--- src/rtl/smvm_pkg.sv ---
// Shared definitions for the SMVM link: shape limits, field widths, state codes
// and the 9-bit field packing used by both the transmitter and SMVM itself.
package smvm_pkg;

   localparam int SMVM_K          = 4;
   localparam int SMVM_MAX_SHAPE  = 256;
   localparam int SMVM_GAP_CYCLES = 8;
   localparam int FIELD_W         = 9;
   localparam int VAL_W           = 8;
   localparam int OUT_W           = 12;

   localparam logic [3:0] ST_IDLE     = 4'd0;
   localparam logic [3:0] ST_HDR_ROWS = 4'd1;
   localparam logic [3:0] ST_HDR_COLS = 4'd2;
   localparam logic [3:0] ST_VEC      = 4'd3;
   localparam logic [3:0] ST_NZ_VAL   = 4'd4;
   localparam logic [3:0] ST_NZ_IDX   = 4'd5;
   localparam logic [3:0] ST_PAD_VAL  = 4'd6;
   localparam logic [3:0] ST_PAD_IDX  = 4'd7;
   localparam logic [3:0] ST_GAP      = 4'd8;

   // A link field carries the value in its top 8 bits and the ipv bit in bit 0
   function automatic logic [FIELD_W-1:0] pack_field(input logic [VAL_W-1:0] val,
                                                     input logic ipv);
      return {val, ipv};
   endfunction

   function automatic logic [VAL_W-1:0] unpack_val(input logic [FIELD_W-1:0] field);
      return field[FIELD_W-1:1];
   endfunction

   function automatic logic unpack_ipv(input logic [FIELD_W-1:0] field);
      return field[0];
   endfunction

endpackage

--- src/rtl/smvm_stream_tx.sv ---
// Serialises one SMVM job (shape header, dense vector, padded entry list) onto the
// 8-bit val / ipv / valid link, then holds the link idle long enough for CAL/RST.
module smvm_stream_tx
   import smvm_pkg::*;
#(
   parameter int K          = SMVM_K,
   parameter int GAP_CYCLES = SMVM_GAP_CYCLES,
   parameter int MAX_SHAPE  = SMVM_MAX_SHAPE,
   localparam int SHAPE_W   = $clog2(MAX_SHAPE + 1)
) (
   input  logic               clk,
   input  logic               rst_n,
   input  logic               cmd_valid,
   output logic               cmd_ready,
   input  logic [SHAPE_W-1:0] cmd_rows,
   input  logic [SHAPE_W-1:0] cmd_cols,
   input  logic               vec_valid,
   output logic               vec_ready,
   input  logic [VAL_W-1:0]   vec_data,
   input  logic               nz_valid,
   output logic               nz_ready,
   input  logic [VAL_W-1:0]   nz_val,
   input  logic [SHAPE_W-1:0] nz_col,
   input  logic               nz_ipv,
   input  logic               nz_last,
   output logic [VAL_W-1:0]   tx_val,
   output logic               tx_ipv,
   output logic               tx_valid,
   output logic               busy,
   output logic               underrun
);

   localparam int GRP_W = (K > 1) ? $clog2(K) : 1;
   localparam int GAP_W = $clog2(GAP_CYCLES + 1);
   localparam logic [SHAPE_W-1:0] ONE_S   = 1;
   localparam logic [GRP_W-1:0]   ONE_G   = 1;
   localparam logic [GAP_W-1:0]   ONE_GAP = 1;

   logic [3:0]         state;
   logic [SHAPE_W-1:0] rows_q;
   logic [SHAPE_W-1:0] cols_q;
   logic [SHAPE_W-1:0] col_q;
   logic               last_q;
   logic [SHAPE_W-1:0] vec_cnt;
   logic [GRP_W-1:0]   grp_cnt;
   logic [GRP_W-1:0]   grp_next;
   logic [GAP_W-1:0]   gap_cnt;
   logic               vec_last;
   logic               gap_last;

   assign cmd_ready = (state == ST_IDLE);
   assign busy      = (state != ST_IDLE);
   assign vec_ready = (state == ST_VEC);
   assign nz_ready  = (state == ST_NZ_VAL);

   // Entry counter advances once per (val, col) pair, pads included
   always_comb begin
      grp_next = grp_cnt + ONE_G;
      if (grp_cnt == GRP_W'(K - 1))
         grp_next = '0;
      vec_last = (vec_cnt == (cols_q - ONE_S));
      gap_last = (gap_cnt == GAP_W'(GAP_CYCLES - 1));
   end

   // Link words are registered; each state emits the word for its own slot
   always_ff @(posedge clk) begin
      if (!rst_n) begin
         state    <= ST_IDLE;
         rows_q   <= '0;
         cols_q   <= '0;
         col_q    <= '0;
         last_q   <= 1'b0;
         vec_cnt  <= '0;
         grp_cnt  <= '0;
         gap_cnt  <= '0;
         underrun <= 1'b0;
         tx_val   <= '0;
         tx_ipv   <= 1'b0;
         tx_valid <= 1'b0;
      end else begin
         tx_val   <= '0;
         tx_ipv   <= 1'b0;
         tx_valid <= 1'b0;
         case (state)
            ST_IDLE: begin
               if (cmd_valid) begin
                  rows_q   <= cmd_rows;
                  cols_q   <= cmd_cols;
                  underrun <= 1'b0;
                  vec_cnt  <= '0;
                  grp_cnt  <= '0;
                  gap_cnt  <= '0;
                  state    <= ST_HDR_ROWS;
               end
            end
            ST_HDR_ROWS: begin
               {tx_val, tx_ipv} <= rows_q;
               tx_valid         <= 1'b1;
               state            <= ST_HDR_COLS;
            end
            ST_HDR_COLS: begin
               {tx_val, tx_ipv} <= cols_q;
               tx_valid         <= 1'b1;
               state            <= ST_VEC;
            end
            ST_VEC: begin
               tx_valid <= 1'b1;
               if (vec_valid)
                  {tx_val, tx_ipv} <= pack_field(vec_data, 1'b0);
               else
                  underrun <= 1'b1;
               vec_cnt <= vec_cnt + ONE_S;
               if (vec_last)
                  state <= ST_NZ_VAL;
            end
            // A starved slot becomes a zero pad entry so the frame keeps its cadence
            ST_NZ_VAL: begin
               tx_valid <= 1'b1;
               if (nz_valid) begin
                  {tx_val, tx_ipv} <= pack_field(nz_val, nz_ipv);
                  col_q            <= nz_col;
                  last_q           <= nz_last;
               end else begin
                  col_q    <= '0;
                  last_q   <= 1'b0;
                  underrun <= 1'b1;
               end
               state <= ST_NZ_IDX;
            end
            ST_NZ_IDX: begin
               {tx_val, tx_ipv} <= col_q;
               tx_valid         <= 1'b1;
               grp_cnt          <= grp_next;
               if (last_q && (grp_next == '0))
                  state <= ST_GAP;
               else if (last_q)
                  state <= ST_PAD_VAL;
               else
                  state <= ST_NZ_VAL;
            end
            ST_PAD_VAL: begin
               tx_valid <= 1'b1;
               state    <= ST_PAD_IDX;
            end
            ST_PAD_IDX: begin
               tx_valid <= 1'b1;
               grp_cnt  <= grp_next;
               state    <= (grp_next == '0) ? ST_GAP : ST_PAD_VAL;
            end
            ST_GAP: begin
               if (gap_last) begin
                  gap_cnt <= '0;
                  state   <= ST_IDLE;
               end else begin
                  gap_cnt <= gap_cnt + ONE_GAP;
               end
            end
            default: state <= ST_IDLE;
         endcase
      end
   end

endmodule
--- config.mk ---
export PLATFORM = sky130hd
export DESIGN_NAME = smvm_stream_tx
export DESIGN_NICKNAME = d
export VERILOG_FILES = /design/src/rtl/smvm_pkg.sv /design/src/rtl/smvm_stream_tx.sv
export SDC_FILE = /design/constraint.sdc
export NUM_CORES = 1
export LEC_CHECK = 0
export CAP_MARGIN = 20
export CORE_MARGIN = 10
export CORE_UTILIZATION = 52
export CTS_BUF_LIST = sky130_fd_sc_hd__clkbuf_2
export DETAILED_ROUTE_END_ITERATION = 6
export PLACE_DENSITY = 0.92
export SYNTH_ARGS = -nofsm -noshare
export SYNTH_HDL_FRONTEND = slang
export SYNTH_SLANG_ARGS = --single-unit
--- constraint.sdc ---
create_clock -name clk -period 2.69 [get_ports clk]
set_clock_uncertainty 0.1 [all_clocks]
set_input_delay 0.269 -clock clk [delete_from_list [all_inputs] [get_ports clk]]
set_output_delay 0.269 -clock clk [all_outputs]
set_load 0.005 [all_outputs]
### Word-level counts from Yosys, hierarchy flattened

Index checks and enable logic that the tools add are counted.
Widths: inputs -> output; s select.

* $add $sub $neg: 4
* equal/unequal tests: 16
* multiplexer cells: 27
* reductions and logical operators: 16

Operators with widths (count)
* $pmux 8 s5: 1
* $pmux 4 s9: 1
* $mux 4: 7
* $eq 4x3->1 const B: 5
* $mux 9: 2
* $pmux 9 s2: 1
* $mux 8: 2
* $add 9x1->9 const B: 1
* $eq 9x9->1: 1
* $sub 9x1->9 const B: 1
* $eq 4x2->1 const B: 2
* $ne 2x2->1 const B: 4
* $pmux 4 s2: 1
* $reduce_and 2->1: 4
* $reduce_or 7->1: 1
* $mux 1: 6
* $mux 2: 3
* $reduce_bool 2->1: 3
* $add 4x1->4 const B: 1
* $eq 4x1->1 const B: 1
* $eq 4x4->1 const B: 1
* $logic_not 4->1: 1
* $pmux 1 s4: 1
* $pmux 2 s2: 1
* 11 further kinds: 11

* register bits after elaboration: 58
* output and inout bits: 15
* word-level logic and storage cells: 75

### Longest topological paths before layout

* depth after elaboration: 6
* gate-level depth with buffers: 8
* gate-level depth less buffers: 7

### Worst setup path before layout

No wires, ideal clock.

* path kind: reg-to-reg
* from: register cols_q[0]
* to: register state[0]
* library setup time: 0.135 ns
* arrival: 1.722 ns
* setup slack: 0.733 ns
* stages on the path, launching flop included: 8
* clock period less this slack: 1.957 ns
* cells stage by stage: dfxtp_1 -> inv_1 -> ha_1 -> or3b_1 -> nor3_1 -> nand4bb_1 -> a211oi_1 -> a31oi_1

* longest elaborated chain between the ends: 4

RTL lines
* from (decl): RTL line smvm_stream_tx.sv:41 `logic [SHAPE_W-1:0] cols_q;`
* from (signal assigned): RTL line smvm_stream_tx.sv:88 `cols_q <= cmd_cols;`
* $sub 9x1->9: RTL line smvm_stream_tx.sv:61 `vec_last = (vec_cnt == (cols_q - ONE_S));`
* $eq 9x9->1: RTL line smvm_stream_tx.sv:61
* $ne 2x1->1 (no line)
* $reduce_and 3->1 (no line)
* to (signal assigned): RTL line smvm_stream_tx.sv:148 `state <= (grp_next == '0) ? ST_GAP : ST_PAD_VAL;`
* to (decl): RTL line smvm_stream_tx.sv:39 `logic [3:0] state;`

No other way between the ends.
A chain may end at the register's enable or synchronous reset.

### Worst setup path in the final report

* from: register state[0]
* to: output port nz_ready

* longest elaborated chain between the ends: 1

RTL lines
* $eq 4x3->1: RTL line smvm_stream_tx.sv:54 `assign nz_ready = (state == ST_NZ_VAL);`
* to (decl): RTL line smvm_stream_tx.sv:21 `output logic nz_ready,`

No other way between the ends.

==> out/metrics.yaml <==
yosysWarnings: 0
cellPowerDensity_nw_per_um2: 456.1
synth_edf_count: 0
setup_viol: 0
synthDistinctLibCells: 54
synthCells: 343
grt_pass1_vias: 2665
worstHoldPathType: "input pin to register"
synthMuxAreaShare_pct: 0.3475
cts_hold_buf: 0
p_total_mw: 1.665
layout-drive-gt1-share_pct: 8.824
path_max_fanout: 12
fin_nets: 459
worstMarginPinSlew_ns: 0.5974
ys_ff_latch: 58
clock.fmax_mhz: 384.2
finalSetupTns_ns: 0
die_h_um: 94.43
syn_area_um2: 2880
synth_top_family_by_area: "compound AO/OA/AOI/OAI gates"
antenna_left: 0
grt_overflow: 0
ys.flop_type: "dfxtp_1"
area_delta_synth_final_pct: 26.76
yosys.area_share.simple_pct: 24.24
fill_cells: 444
vias: 2805
cts_buffers: 9
synth_commonest_cells: "58 x dfxtp_1, 56 x nand2_1, 20 x nor2_1"
synth_compound_gate_area_share_pct: 25.76
worstPathRequired_ns: 2.32
rsz0062_at_grt: "false"
drt_iter0_markers: 326
cts_tree: "built"
synthAdderAreaFrac_pct: 2.172
synth_top_area_share_pct: 40.31
yosysTopAreaCell: "dfxtp_1"
htreeDepth: 3
yosysMostFrequentCell: "dfxtp_1"
die_w_um: 94.43
syn_area_per_cell_um2: 8.397
relSlewSlack_pct: 60.09
ff_latch_area_um2: 1167
violations: "design-rule violations"
crit_type: "register to output pin"
crit_arrival_ns: 2.23
cts_setup_buffers: 0
first_pass_iters: 7
core_area_um2: 5439
place_congestion: 0.9164
hpwl_um: 5911
die_area_um2: 8916
status: "finished, violations left"
viasPerCell: 5.844
ys_top_cells_by_area: "dfxtp_1 40%, nand2_1 7.3%, a21boi_0 5.0%"
antenna_found_initial: 0
cts_root_buf: "clkbuf_2"
layout_min_cycle_time_ns: 2.603
synth_seq_area_share_pct: 40.31
clk_pin_slew_ns: 0.17
worst_ir_drop_vdd_mv: 0.2831
grt_use_total_pct: 17.54
initial_core_util_pct: 52.96
drc: 10
cts_sinks: 58
wl_per_cell_um: 16.31
endpoint_kind: "output pin"
hold_viol: 0
grt_max_degree: 46
portBuffers: 64
ioPinCount: 65
syn_nets: 398
totalWireLength_um: 7830
clock_path_buffers: 2
clk_latency_ns: 0.49
grt_pass1_wl_um: 12600
synthXorXnorAreaFrac_pct: 2.737
drv_cap: 0
multi_input_area_um2: 1594
fp-row-count: 27
period_share_pct: 96.76
leakage_nw: 1.375
crit_path_start_kind: "register"
slew_viol_final: 0
async_reset_ff_share_pct: 0
insertedDiodeCount: 0
r2r_slack_ns: 0.44
per-layer routing:
| metal | GRT usage [%] | wire (um) | part of all wire [%] | vias up |
|---|---|---|---|---|
| met5 | 0 | 0 | 0 | - |
| met1 | 21.59 | 3224 | 41 | 1286 |
| met3 | 3.648 | 615 | 7.9 | 22 |
| li1 | - | - | - | 1361 |
| met4 | 8.608 | 217 | 2.8 | 0 |
| met2 | 28.43 | 3772 | 48 | 136 |
registers in the layout (all words and copies together) (netlist names), 2 cells and up:
name     cells
col_q        9
cols_q       9
gap_cnt      4
grp_cnt      2
rows_q       9
state        4
tx_val       8
vec_cnt      9
final timing paths:
check | cells past startpoint | to | from
setup / recovery | 4 | nz_ready | state[0]$_SDFFE_PN0P_
hold / removal | 3 | rows_q[6]$_SDFFE_PN0P_ | cmd_rows[6]
setup reg to reg | 7 | vec_cnt[8]$_SDFFE_PN0P_ | state[1]$_SDFFE_PN0P_
hold reg to reg | 2 | rows_q[3]$_SDFFE_PN0P_ | rows_q[3]$_SDFFE_PN0P_
repair_timing:
| item | CTS | global route |
|---|---|---|
| cloned | 0 | 0 |
| pin swaps | 0 | 0 |
| endpoints found under the setup margin | 1 | 2 |
| gates resized for setup | 2 | 4 |
layout by cell type, fill, tap and decap left out, drive strengths merged, types with 5 or more instances in the layout:
cell / Yosys / final
xor2: 5 / 5
o21ai: 6 / 6
inv: 7 / 7
dfxtp: 58 / 58
ha: 5 / 5
nand3: 18 / 18
buf: 7 / 6
a222oi: 9 / 9
a22oi: 10 / 10
o211ai: 5 / 5
clkinv: 1 / 5
a21oi: 11 / 11
nor2b: 5 / 5
nor3: 7 / 7
a21boi: 36 / 36
nand2: 58 / 58
nor2: 20 / 20
a31oi: 6 / 6
clkdlybuf4s50: 0 / 64
clkbuf: 13 / 9
cells by family (layout without fill, tap and decap cells):
| group | Yosys count | after routing |
|---|---|---|
| flip-flops | 58 | 58 |
| buffers and inverters | 28 | 93 |
| XOR/XNOR | 9 | 9 |
| AND/OR/NAND/NOR | 142 | 142 |
| adder cells (fa/ha/maj) | 5 | 5 |
| multiplexers | 1 | 1 |
| AO/OA/AOI/OAI | 100 | 100 |
power by group:
part           leakage, nW  total (mW)  switching [mW]  internal [mW]
combinational        0.850       0.302           0.140          0.162
clock               0.0533       0.437           0.328          0.109
sequential           0.472       0.926          0.0377          0.888
layout make-up:
| cell class | instances | area share (%) |
|---|---|---|
| Clock buffer | 9 | 1.234 |
| Clock inverter | 6 | 0.9596 |
| Inverter | 8 | 0.9253 |
| Multi-Input combinational cell | 257 | 43.66 |
| Sequential cell | 58 | 31.97 |
| Tap cell | 72 | 2.467 |
| Timing Repair Buffer | 70 | 18.78 |
per-stage QoR:
stage	cells	hold WS (ns)	cell area, um^2	util [%]	worst slack [ns]
after floorplan	343	0.3038	2880	-	0.7328
after global placement	465	0.3469	3560	65.45	0.5429
after detailed placement	465	0.3559	3560	65.45	0.4777
after CTS	480	0.1936	3643	66.99	0.01797
after global routing	480	0.1987	3651	67.13	0.003694
final	480	0.2051	3651	67.13	0.08717
worst max-delay path, cell delays in order, from the launching register on:
cell and delay, ns:
dfxtp_4 0.42, or2_1 0.26, or3b_4 0.44, inv_4 0.12
clkdlybuf4s50_1 0.51
No activity file was read; power rests on OpenSTA's default activity.
